<file path="config.mk">
export PLATFORM = sky130hd
export DESIGN_NAME = zx_pager
export DESIGN_NICKNAME = d
export VERILOG_FILES = /design/src/rtl/zx_pager.sv
export SDC_FILE = /design/constraint.sdc
export NUM_CORES = 1
export LEC_CHECK = 0
export ABC_AREA = 1
export CORE_MARGIN = 3
export CORE_UTILIZATION = 28
export CTS_CLUSTER_SIZE = 28
export DETAILED_ROUTE_END_ITERATION = 12
export HOLD_SLACK_MARGIN = 0.1
export PLACE_DENSITY = 0.86
export SYNTH_ARGS = -nofsm -noshare
export SYNTH_HDL_FRONTEND = slang
export SYNTH_SLANG_ARGS = --single-unit
</file>
<file path="constraint.sdc">
create_clock -name clock -period 1.5 [get_ports clock]
set_input_delay 0.3 -clock clock [delete_from_list [all_inputs] [get_ports clock]]
set_output_delay 0.3 -clock clock [all_outputs]
set_load 0.05 [all_outputs]
</file>
<file path="src/rtl/zx_pager.sv">
// Paging unit for the 48K/128K/+2A family: holds the 7FFD/1FFD registers and maps
// CPU and video addresses onto the external SRAM, gating writes to ROM pages.
module zx_pager #(
    parameter int MODE      = 1,
    parameter int RAM_BANKS = 8,
    parameter int AW        = 21,
    parameter int RAM_BASE  = 32
) (
    input  logic          clock,
    input  logic          reset,
    input  logic          iorq,
    input  logic          mreq,
    input  logic          wr,
    input  logic [15:0]   cpuA,
    input  logic [7:0]    cpuDi,
    input  logic [12:0]   vmmA,
    output logic [AW-1:0] ramA,
    output logic          ramWe,
    output logic          romCs,
    output logic [AW-1:0] vmmRamA,
    output logic          locked,
    output logic [7:0]    p7ffd,
    output logic [7:0]    p1ffd
);
    localparam int PW = AW - 14;

    logic [7:0]    reg_7ffd;
    logic [7:0]    reg_1ffd;
    logic          lock_q;
    logic          history;
    logic          ios;
    logic          fire;
    logic          sel_7ffd;
    logic          sel_1ffd;
    logic [4:0]    bank_b;
    logic [4:0]    cpu_bank;
    logic [4:0]    video_bank;
    logic [1:0]    rom_sel;
    logic          is_rom;
    logic          special;
    logic [PW-1:0] cpu_page;
    logic [PW-1:0] video_page;

    // History starts at 1 so a strobe already asserted when reset drops is not taken as a new write.
    always_comb begin
        ios      = !iorq && !wr;
        fire     = ios && !history;
        sel_7ffd = 1'b0;
        sel_1ffd = 1'b0;
        if (MODE == 1) begin
            sel_7ffd = !cpuA[15] && !cpuA[1];
        end else if (MODE == 2) begin
            sel_7ffd = (cpuA[15:14] == 2'b01) && !cpuA[1];
            sel_1ffd = (cpuA[15:12] == 4'b0001) && !cpuA[1];
        end
    end

    always_ff @(posedge clock or posedge reset) begin
        if (reset) begin
            reg_7ffd <= 8'h00;
            reg_1ffd <= 8'h00;
            lock_q   <= 1'b0;
            history  <= 1'b1;
        end else begin
            history <= ios;
            if (fire && !lock_q) begin
                if (sel_7ffd) begin
                    reg_7ffd <= cpuDi;
                    lock_q   <= cpuDi[5];
                end
                if (sel_1ffd) begin
                    reg_1ffd <= cpuDi;
                end
            end
        end
    end

    always_comb begin
        bank_b  = 5'd0;
        rom_sel = 2'd0;
        if (MODE != 0) begin
            bank_b[2:0] = reg_7ffd[2:0];
            if (RAM_BANKS >= 16) bank_b[3] = reg_7ffd[6];
            if (RAM_BANKS >= 32) bank_b[4] = reg_7ffd[7];
        end
        if (MODE == 1) rom_sel = {1'b0, reg_7ffd[4]};
        else if (MODE == 2) rom_sel = {reg_1ffd[2], reg_7ffd[4]};
        special = (MODE == 2) && reg_1ffd[0];
    end

    // Special (all-RAM) layouts come from 1FFD[2:1]; otherwise slot 0 is ROM.
    always_comb begin
        is_rom   = 1'b0;
        cpu_bank = 5'd0;
        if (special) begin
            case ({reg_1ffd[2:1], cpuA[15:14]})
                4'b00_00: cpu_bank = 5'd0;
                4'b00_01: cpu_bank = 5'd1;
                4'b00_10: cpu_bank = 5'd2;
                4'b00_11: cpu_bank = 5'd3;
                4'b01_00: cpu_bank = 5'd4;
                4'b01_01: cpu_bank = 5'd5;
                4'b01_10: cpu_bank = 5'd6;
                4'b01_11: cpu_bank = 5'd7;
                4'b10_00: cpu_bank = 5'd4;
                4'b10_01: cpu_bank = 5'd5;
                4'b10_10: cpu_bank = 5'd6;
                4'b10_11: cpu_bank = 5'd3;
                4'b11_00: cpu_bank = 5'd4;
                4'b11_01: cpu_bank = 5'd7;
                4'b11_10: cpu_bank = 5'd6;
                default:  cpu_bank = 5'd3;
            endcase
        end else begin
            case (cpuA[15:14])
                2'b00:   is_rom   = 1'b1;
                2'b01:   cpu_bank = 5'd5;
                2'b10:   cpu_bank = 5'd2;
                default: cpu_bank = bank_b;
            endcase
        end
        cpu_page   = is_rom ? PW'(rom_sel) : PW'(RAM_BASE + int'(cpu_bank));
        video_bank = ((MODE != 0) && reg_7ffd[3]) ? 5'd7 : 5'd5;
        video_page = PW'(RAM_BASE + int'(video_bank));
    end

    assign ramA    = {cpu_page, cpuA[13:0]};
    assign romCs   = is_rom;
    assign ramWe   = !(!mreq && !wr && !is_rom);
    assign vmmRamA = {video_page, 1'b0, vmmA};
    assign locked  = lock_q;
    assign p7ffd   = reg_7ffd;
    assign p1ffd   = reg_1ffd;
endmodule
</file>
# Word-level counts from Yosys, hierarchy flattened
# Index checks and enable logic that the tools add are counted.
# word_totals
reg_bits,10
inputBits,42
out_inout_bits,61
word_cells,28
# op_classes
addsub,2
eq_ne,2
mux,4
n_reduce_logical,17
# op_table
cell,n
zero test 1 bit,9
case mux 3 bit (3 select lines),1
"adder 6 x 3 -> 7 bit, first input constant",1
"adder 6 x 5 -> 7 bit, first input constant",1
2-to-1 mux 7 bit,1
logical AND 1 bit,6
"== test 2 x 1 -> 1 bit, second input constant",1
"== test 2 bit, second input constant",1
zero test 2 bit,1
2-to-1 mux 2 bit,1
AND reduction 2 bit,1
2-to-1 mux 1 bit,1

# Depth between registers and ports, before layout
# logic_depth
depth_word,5
depth_mapped,5
depth_no_buf,5

# Worst setup path after synthesis
# Ideal clock, no wire load.
# synth_timing
kind,input to output
start,in cpuA[15]
end,out ramA[14]
arrival_time_ns,2.036
required_time_ns,1.200
slack_ns,-0.836
stages,4
path_buffers,0
cell_sequence,inv_1 ha_1 inv_2 a31oi_1
# synth_via
word_cells_on_any_way,7
classes_between,add/sub: 1; eq/ne: 2; mux: 3; reduce/logical: 1
# synth_lines
item,line_no,text
"start, declared",14,"input logic [15:0] cpuA,"
zero test 2 bit,115,case (cpuA[15:14])
2-to-1 mux 1 bit,115,
via romCs,19,"output logic romCs,"
2-to-1 mux 7 bit,122,cpu_page = is_rom ? PW'(rom_sel) : PW'(RAM_BASE + int'(cpu_bank));
"end, declared",17,"output logic [AW-1:0] ramA,"
# The timed path passes the listed nets, and every way through them passes these cells.

# Worst setup path after layout
# layout_timing
start,in cpuA[15]
end,out ramA[16]
# layout_via
elab_chain_len,4
word_cells_on_any_way,7
classes_between,add/sub: 1; eq/ne: 2; mux: 3; reduce/logical: 1
# layout_rtl
item,line_no
== test 2 bit (tied with other cells),115
case mux 3 bit (3 select lines),115
adder 6 x 5 -> 7 bit,122
2-to-1 mux 7 bit *,122
# Every way passes the cells marked *; elsewhere a longest branch is shown, timed or not.

==> results.md <==
- The run finished with clean final reports.
- The part of the cycle the worst path needs is 0.976.
- The number of cells on the worst reg-to-reg path is 4.
- The worst hold slack is 0.297 ns.
- The die covers 3710 sq um.
- A synthesized cell averages 8.20 sq um.
- The number of buffer and inverter stages on the critical path is 4.
- The final count of hold timing violations was 0.
- Based on the critical path, the design can be clocked at up to 683 MHz.
- Once placement finished, the instance area stood at 1200 sq um.
- The sequential fraction of design power is 0.328.
- The switching share of power is 0.382.
- The number of distinct standard cells referenced by the synthesized netlist is 17.
- The Yosys step of the flow raised 0 warnings.
- The number of nets in the layout is 163.
- Setup violations remaining at the end of the flow were counted as 0.
- The number of rows in the core area is 19.
- The total of fill cells in the finished design is 257.
- Summing every instance area after synthesis gives 845 sq um.
- Once routing completed, OpenROAD measured the worst setup slack at 0.0359 ns.
- For this run, the register share of the synthesized area comes to 0.268.
- The DRC marker count from the first detailed-route iteration is 4.
- The largest fanout on the critical path is 3.
- The die is 60.9 um wide.
- The launching instance or port of the critical path is cpuA[15].
- TritonCTS built the clock tree.
- The number of buffer cells added on primary ports is 32.
- In this run the static leakage power is 0.623 nW.
- The clock period could shrink to 1.46 ns.
- The clock insertion delay at the later pin of the skew report is 0.26 ns.
- The remaining design rule violation count is 0.
- The first detailed-routing pass ran for 3 iterations.
- At the worst endpoint, the required time is 1.20 ns.
- CTS saw 9 sinks.
- In the final routed layout, each cell accounts on average for 11.9 um.
- The area used by multi-input combinational logic is 380 sq um.
- The number of instances in the synthesized netlist is 103.
- The die is 60.9 um tall.
- Summing all flip-flop and latch instances after layout gives 226 sq um.
- The total via count after detailed routing is 624.
- The startpoint class of the critical path is an input pin.
- The sum of internal, switching and leakage power is 752 uW.
- For this run, the share of the core covered by cells in the final layout is 0.456.
- The cell internal power dissipation is 465 uW.
- The power spent charging and discharging nets is 287 uW.
- The longest clock path from root to sink contains 2 buffers.
- After clock tree synthesis, the clock-pin slew on the worst setup and hold paths is 0.06 ns.
- The overflow left after global routing is 0.
- The number of pins exceeding their max-slew limit in the final report is 0.
- The share of total power dissipated in combinational logic is 0.427.
- The arrival time of the worst setup path is 1.16 ns.
- The via count of the first global-routing pass is 611.
- In this design, the stage delay of the slowest critical-path cell is 0.22 ns.
- The layout cell share with drive strength beyond 1 is 0.415.
- Walking the worst path, the cells encountered are buf_2, inv_2, ha_4, inv_4, nand2_4, a21oi_4, buf_12.
- Of the total power, the clock network draws 0.245.
- The number of antenna violations at the first check in global routing is 0.
- Counting flops and latches in the post-synthesis netlist gives 9.
- The type of destination of the critical path is an output pin.
- Entering global routing, the biggest net connects 10 pins.
- The number of H-tree branching levels is 1.
- The met1 track utilization from global routing is 0.0976.
- The worst setup timing slack at the placement stage is -0.459 ns.
- The number of buffers inserted by hold repair at cts is 0.
- The worst flop-to-flop path startpoint is p7ffd[5].
- Across the run, the number of max-cap violations was 0.
- In this run the standard cell core region covers 2810 sq um.
- Among all stages on the critical path, the largest delay is contributed by ha_4.
- The capture instance of the worst register-to-register path is p7ffd[2].
- The via count normalized by instance count is 4.19.
- For met3 alone, demand over resource in global routing was 0.0766.
- The clock skew is 0.00910 ns.
- The cell area after layout is 1280 sq um.
- After global routing, the most crowded layer is met2.
- The number of setup buffers added after CTS is 0.
- The signed area change from the synthesized netlist to the final layout is 51.6%.
- In the global route stage, met2 resource usage came out at 0.173.
- VDD sags by at most 0.000316 V.
- Setup repair after global routing left no endpoint under its margin.
- The worst setup path is of the in2out kind.
- The worst hold path class is in2async.
- The routability-driven placement congestion ratio is 0.765.
- The slack of the worst reg-to-reg path is 0.34 ns.
- The wire length of the first global-routing pass is 2680 um.
- The number of buffers created by CTS is 3.
- The tree is rooted in a clkbuf_4.
- The count of antenna-violating nets left after detailed routing is 0.
- The final layout contains routed wiring with a total length of 1770 um.
- The largest delay contributor family on the critical path is buffers and inverters.
- The total power density per cell area is 587 nW/um^2.
- The effective utilization at floorplan is 0.301.
- 0 antenna diodes ended up in the layout.
- Once detailed placement completed, the half-perimeter wirelength came to 1460 um.
- In the global route stage, overall resource usage came out at 0.101.
- Pin placement for this block handled 103 I/O pins.
## how the worst max path moves through the flow
stage          endpoint  depth (start not counted)
2_1_floorplan     ramWe                          4
3_3_place_gp   ramA[14]                          7
3_5_place_dp   ramA[16]                          6
4_1_cts        ramA[16]                          7
5_1_grt        ramA[14]                          3
6_report       ramA[16]                          7
## synthesized netlist by cell type
cell | n | area, sq um
inv_1 | 5 | 18.8
o21ai_1 | 1 | 5.00
nor2_4 | 2 | 22.5
dfstp_2 | 1 | 26.3
nand4_1 | 8 | 50.1
a31oi_1 | 1 | 6.26
nand3_4 | 1 | 17.5
inv_2 | 1 | 3.75
nor2_8 | 1 | 20.0
nand3_1 | 1 | 5.00
nor2_1 | 2 | 7.51
a21oi_1 | 1 | 5.00
ha_1 | 2 | 25.0
conb_1 | 2 | 7.51
nand2_1 | 19 | 71.3
buf_4 | 47 | 353
dfrtp_1 | 8 | 200
## per-layer routing
metal | routed length [um] | part of all wire | vias to the layer above
met5 | 0 | 0 | -
met4 | 4 | 0.0023 | 0
met3 | 242 | 0.14 | 2
met2 | 922 | 0.52 | 40
met1 | 598 | 0.34 | 289
li1 | - | - | 293
## power by group through the flow
stage | Clock, mW | Combinational, mW | Sequential (mW)
2_1_floorplan | 0 | 0.397 | 0.251
5_1_grt | 0.207 | 0.335 | 0.246
3_5_place_dp | 0 | 0.302 | 0.251
4_1_cts | 0.193 | 0.321 | 0.246
6_report | 0.184 | 0.321 | 0.246
3_3_place_gp | 0 | 0.299 | 0.251
## state kept, by name (all words and copies together) (netlist names)
| signal | cells |
|---|---|
| p7ffd | 8 |
| history | 1 |
## worst reg2reg max path, delay by kind of cell, from the launching register on
kind	cells	cell delay, ns
AND/OR/NAND/NOR	4	0.56
flip-flops	1	0.48
## layout by cell type, fill, tap and decap left out, drive strengths merged
cell and n:
buf 29, nand2 19, conb 18, clkdlybuf4s50 13, nand4 8, dfrtp 8
inv 6, nor2 5, clkbuf 4, ha 2, nand3 2, a21oi 1
o21ai 1, a31oi 1, dfstp 1
## metrics by stage
step / instances / TNS [ns]
global route: 149 / 0
finish: 149 / 0
detailed placement: 145 / -1.99
CTS: 149 / 0
global placement: 145 / -1.80
floorplan: 119 / -0.387
## area by class of cell
class | count | share of cell area
Clock buffer | 4 | 0.0205
Tap cell | 31 | 0.0303
Multi-Input combinational cell | 57 | 0.297
Timing Repair Buffer | 42 | 0.454
Inverter | 6 | 0.0215
Sequential cell | 9 | 0.177
## timing repair
item                                    CTS  global route
endpoints found under the hold margin     0             0
gates resized for setup                  23             0
endpoints found under the setup margin    6             0
## cells by family (layout without fill, tap and decap cells)
logic type	after synthesis	in the layout	synth area share
buffers and inverters	53	52	0.444
and+or+nand+nor	34	34	0.230
DFF	9	9	0.268
AOI/OAI and AO/OA	3	3	0.0193
adders and majority gates	2	2	0.0296
other	2	18	0.00889
Power figures use the tool's default switching activity.
